===== src/rtl/present_decrypt_iter.sv =====
// present_decrypt_iter: iterative PRESENT-80 decryption core.
// One ciphertext/key pair is taken per accepted start. The key is first run
// forward to K32, the ciphertext is whitened with K32, then one shared inverse
// round per cycle peels off rounds 31..1 while the key schedule is unrolled
// backwards.
// Ports:
//   clk    rising-edge clock
//   reset  asynchronous active-high reset, clears all state
//   start  operation request, sampled only in IDLE
//   key0   80-bit cipher key, captured with start
//   cdat   64-bit ciphertext, captured with start
//   busy   high while an operation is in progress
//   done   one-cycle pulse when odat is updated
//   odat   64-bit plaintext, held until the next done
module present_decrypt_iter #(
  parameter int unsigned NROUNDS = 31
) (
  input  logic        clk,
  input  logic        reset,
  input  logic        start,
  input  logic [79:0] key0,
  input  logic [63:0] cdat,
  output logic        busy,
  output logic        done,
  output logic [63:0] odat
);

  localparam int unsigned CW = 5;
  localparam logic [CW-1:0] LAST = CW'(NROUNDS);

  typedef enum logic [1:0] {IDLE, KEYX, WHIT, DEC} state_t;

  state_t        state;
  logic [CW-1:0] cnt;
  logic [79:0]   kreg;
  logic [63:0]   sreg;

  logic [79:0]   key_fwd;
  logic [79:0]   key_bwd;
  logic [63:0]   s_nxt;

  function automatic logic [3:0] sbox(input logic [3:0] x);
    case (x)
      4'h0: sbox = 4'hC;  4'h1: sbox = 4'h5;  4'h2: sbox = 4'h6;  4'h3: sbox = 4'hB;
      4'h4: sbox = 4'h9;  4'h5: sbox = 4'h0;  4'h6: sbox = 4'hA;  4'h7: sbox = 4'hD;
      4'h8: sbox = 4'h3;  4'h9: sbox = 4'hE;  4'hA: sbox = 4'hF;  4'hB: sbox = 4'h8;
      4'hC: sbox = 4'h4;  4'hD: sbox = 4'h7;  4'hE: sbox = 4'h1;  default: sbox = 4'h2;
    endcase
  endfunction

  function automatic logic [3:0] inv_sbox(input logic [3:0] x);
    case (x)
      4'h0: inv_sbox = 4'h5;  4'h1: inv_sbox = 4'hE;  4'h2: inv_sbox = 4'hF;  4'h3: inv_sbox = 4'h8;
      4'h4: inv_sbox = 4'hC;  4'h5: inv_sbox = 4'h1;  4'h6: inv_sbox = 4'h2;  4'h7: inv_sbox = 4'hD;
      4'h8: inv_sbox = 4'hB;  4'h9: inv_sbox = 4'h4;  4'hA: inv_sbox = 4'h6;  4'hB: inv_sbox = 4'h3;
      4'hC: inv_sbox = 4'h0;  4'hD: inv_sbox = 4'h7;  4'hE: inv_sbox = 4'h9;  default: inv_sbox = 4'hA;
    endcase
  endfunction

  // Inverse permutation: bit j moves to bit 4*j mod 63, bit 63 stays put.
  function automatic logic [63:0] inv_player(input logic [63:0] x);
    logic [63:0] y;
    y = '0;
    for (int j = 0; j < 63; j++) begin
      y[6'((j * 4) % 63)] = x[6'(j)];
    end
    y[63] = x[63];
    return y;
  endfunction

  // Forward key update for round cnt (used during KEYX).
  always_comb begin
    key_fwd = {kreg[18:0], kreg[79:19]};
    key_fwd[79:76] = sbox(key_fwd[79:76]);
    key_fwd[19:15] = key_fwd[19:15] ^ cnt;
  end

  // One inverse round: invP, invS, then XOR with K_cnt recovered from K_(cnt+1).
  always_comb begin
    logic [63:0] p;
    logic [79:0] k;
    p = inv_player(sreg);
    s_nxt = '0;
    for (int n = 0; n < 16; n++) begin
      s_nxt[6'(n * 4) +: 4] = inv_sbox(p[6'(n * 4) +: 4]);
    end
    k = kreg;
    k[19:15] = k[19:15] ^ cnt;
    k[79:76] = inv_sbox(k[79:76]);
    key_bwd = {k[60:0], k[79:61]};
    s_nxt = s_nxt ^ key_bwd[79:16];
  end

  // Control FSM and datapath registers.
  always_ff @(posedge clk or posedge reset) begin
    if (reset) begin
      state <= IDLE;
      cnt   <= '0;
      kreg  <= '0;
      sreg  <= '0;
      busy  <= 1'b0;
      done  <= 1'b0;
      odat  <= '0;
    end else begin
      done <= 1'b0;
      case (state)
        IDLE: begin
          if (start) begin
            kreg  <= key0;
            sreg  <= cdat;
            cnt   <= CW'(1);
            busy  <= 1'b1;
            state <= KEYX;
          end
        end
        KEYX: begin
          kreg <= key_fwd;
          cnt  <= cnt + CW'(1);
          if (cnt == LAST) state <= WHIT;
        end
        WHIT: begin
          sreg  <= sreg ^ kreg[79:16];
          cnt   <= LAST;
          state <= DEC;
        end
        DEC: begin
          sreg <= s_nxt;
          kreg <= key_bwd;
          cnt  <= cnt - CW'(1);
          if (cnt == CW'(1)) begin
            odat  <= s_nxt;
            done  <= 1'b1;
            busy  <= 1'b0;
            state <= IDLE;
          end
        end
        default: state <= IDLE;
      endcase
    end
  end

endmodule


===== config.mk =====
export PLATFORM = sky130hd
export DESIGN_NAME = present_decrypt_iter
export DESIGN_NICKNAME = d
export VERILOG_FILES = /design/src/rtl/present_decrypt_iter.sv
export SDC_FILE = /design/constraint.sdc
export NUM_CORES = 1
export LEC_CHECK = 0
export CORE_AREA = 2 2 165 167
export DETAILED_ROUTE_END_ITERATION = 10
export DIE_AREA = 0 0 167 169
export PLACE_DENSITY = 0.6
export SETUP_SLACK_MARGIN = 0.05
export SLEW_MARGIN = 10
export SYNTH_ARGS = -nofsm -noshare
export SYNTH_HDL_FRONTEND = slang
export SYNTH_SLANG_ARGS = --single-unit

===== constraint.sdc =====
create_clock -name clk -period 5.9 [get_ports clk]
set_input_delay 0.59 -clock clk [delete_from_list [all_inputs] [get_ports clk]]
set_output_delay 0.59 -clock clk [all_outputs]
set_load 0.01 [all_outputs]

==> impl_metrics.env <==
export IMPL_nets=1311
export IMPL_post_route_period_util_pct=47.5
export IMPL_cts_resized=0
export IMPL_dp_cells=1445
export IMPL_fin_crit_ns=2.80
export IMPL_grt_max_degree=133
export IMPL_power_mw=7.35
export IMPL_fin_cells=1478
export IMPL_dieArea_um2=28200
export IMPL_multi_input_area_um2=4360
export IMPL_worst_slack_ns=3.10
export IMPL_fp_coreArea_um2=26500
export IMPL_worstPathRequired_ns=6.23
export IMPL_gp_congestion=0.865
export IMPL_path_buf_inv=2
export IMPL_cts_tree="yes"
export IMPL_routed_wl_mm=29.0
export IMPL_final_cell_area_um2=11500
export IMPL_cts_num_sinks=169
export IMPL_powerDensity_nw_per_um2=638
export IMPL_crit_path_end_kind="register"
export IMPL_ys_top_cells_by_area="dfrtp_1 (47%), nand2_1 (8.6%), a22oi_1 (6.1%), ha_1 (5.7%), a31oi_1 (5.0%)"
export IMPL_p_leak_nw=5.03
export IMPL_netlist_area_leader_share_pct=46.6
export IMPL_drive_above_1_share_pct=5.37
export IMPL_dp_hpwl_mm=20.2
export IMPL_endpoint="odat[16]"
export IMPL_worst_path_max_delay_cell="or2_2"
export IMPL_startpoint="state[0]"
export IMPL_cts_buffer_depth=2
export IMPL_slew_viol_final=0
export IMPL_cp_num_cells=5
export IMPL_synthesis_area_um2=9070
export IMPL_via_per_inst=5.37
export IMPL_nFillCells=2548
export IMPL_htreeDepth=4
export IMPL_rows=60
export IMPL_ir_worst_vdd_uv=377
export IMPL_cts_root_buf="clkbuf_16"
export IMPL_placed_cell_area_um2=10900
export IMPL_port_buffers=164
export IMPL_grt_ovfl_total=0
export IMPL_yosys_warnings=0
export IMPL_synth_edf_count=0
export IMPL_drtIter0Drc=729
export IMPL_vias=7940
export IMPL_tns_ns=0
export IMPL_syn2layout_area_growth_pct=27.1
export IMPL_cpLargestDelayFamily="buffers and inverters"
export IMPL_final_setup_viol_count=0
export IMPL_cts_setup_buffers=0
export IMPL_drc=0
export IMPL_rsz0062_at_grt="false"
export IMPL_antenna_left=0
export IMPL_fin_skew_ns=0.0132
export IMPL_syn_avg_cell_area_um2=9.01
export IMPL_yosys_register_bits=169
export IMPL_grt_pass1_wl_mm=44.7
export IMPL_crit_arrival_ns=3.13
export IMPL_final_common_cell="nand2_1"
export IMPL_max_slew_margin_rel_pct=22.1
export IMPL_wl_per_cell_um=19.6
export IMPL_crit_chain="ha_4 -> inv_1 -> or2_2 -> clkinv_4 -> mux2_2"
export IMPL_drt_first_pass_iters=6
export IMPL_clkLatencyLatePin_ns=0.45
export IMPL_crit_path_start_kind="register"
export IMPL_die_w_um=167
export IMPL_yosysTopAreaCell="dfrtp_1"
export IMPL_path_class="reg -> reg"
export IMPL_place_ws_ns=2.78
export IMPL_numCtsBuffers=17
export IMPL_max_freq_mhz=357
export IMPL_r2r_start="state[0]"
export IMPL_max_stage_delay_ns=0.58
export IMPL_drv_cap=0
export IMPL_synthFlopType="dfrtp_1"
export IMPL_die_y_um=169
export IMPL_track_usage_pct=20.6
export IMPL_floorplan_initialDensity_pct=34.2
export IMPL_netlist_instances=1007
export IMPL_clk_pin_slew_ns=0.07
export IMPL_ys_seq_area_share_pct=46.6
export IMPL_antenna_found_initial=1
export IMPL_io_pins=213
export IMPL_synth_nets=1195
export IMPL_seq_area_um2=4230
export IMPL_first_global_vias=7559
export IMPL_rr_worst_depth=5
export IMPL_reg2reg_to="odat[16]"
export IMPL_hold_viol=0
export IMPL_r2r_setup_slack_ns=3.10
export IMPL_synthArstFlopShare_pct=100
export IMPL_worst_pin_slew_ns=1.16
export IMPL_hold_class="reg -> reg"
export IMPL_ys_types=50
export IMPL_cp_max_fo=51
export IMPL_status="finished clean"
export IMPL_cts_hold_buffers=0
export IMPL_mostFrequentLayoutCells="nand2_1 (209), dfrtp_1 (169), clkdlybuf4s50_1 (164)"
routing by layer:
| metal | wire (um) | vias up | track usage [%] |
|---|---|---|---|
| met1 | 13800 | 3877 | 30.8 |
| met4 | 478 | 0 | 5.43 |
| li1 | - | 3751 | - |
| met3 | 1930 | 30 | 3.97 |
| met5 | 0 | - | 0 |
| met2 | 12800 | 282 | 30.3 |
registers in the layout, summed over array words and instances (netlist names):
register	flops
odat	64
cnt	5
state	2
sreg	16
done	1
busy	1
kreg	80
cell families after synthesis:
group           count (synthesis)  synth area share [%]
simple gates                  344                  15.4
compound gates                269                  20.0
flops                         169                  46.6
buf+inv                       124                  5.71
xor+xnor                       47                  4.54
fa+ha+maj                      41                  5.65
mux                            13                  2.08
how the worst min path moves through the flow:
stage / startpoint / end / slack (ns) / cells past startpoint
finish: odat[63] / odat[63] / 0.47 / 2
global route: odat[51] / odat[51] / 0.50 / 2
CTS: odat[42] / odat[42] / 0.48 / 2
detailed placement: odat[51] / odat[51] / 0.47 / 2
global placement: odat[51] / odat[51] / 0.46 / 2
floorplan: kreg[57] / odat[60] / 0.48 / 2
final cells by class:
type | count | area share [%]
Clock inverter | 10 | 1.14
Antenna cell | 1 | 0.0217
Clock buffer | 22 | 4.11
Tap cell | 341 | 3.70
Sequential cell | 169 | 36.7
Inverter | 47 | 1.62
Timing Repair Buffer | 174 | 14.9
Multi-Input combinational cell | 714 | 37.8
Yosys cell counts (all sizes together) (4+ instances only):
cell type and count:
a21oi 24, buf 16, a22oi 74, ha 41
a221oi 15, mux4 4, a31oi 73, xor2 31
o221ai 6, xnor2 16, dfrtp 169, o22ai 8
mux2 7, nand3 9, and3 9, clkbuf 61
or2 4, o21ai 40, nand2 209, nor2 94
a32oi 10, nor2b 7, inv 46
metrics by stage:
stage	hold slack (ns)	util, %
finish	0.474	43.5
global placement	0.464	41.2
floorplan	0.480	-
detailed placement	0.465	41.2
global route	0.497	43.5
CTS	0.480	43.5
tightest hold or removal path, cell delays in order, from the launching register on:
cell and delay [ns]:
dfrtp_1 0.34, nand2_1 0.05, nand2_1 0.05
report_power, final:
group          internal (mW)  switching [mW]
clock                  0.670           0.508
combinational           1.60            2.07
sequential              1.74           0.766
total                   4.01            3.34
Power figures use the tool's default switching activity.
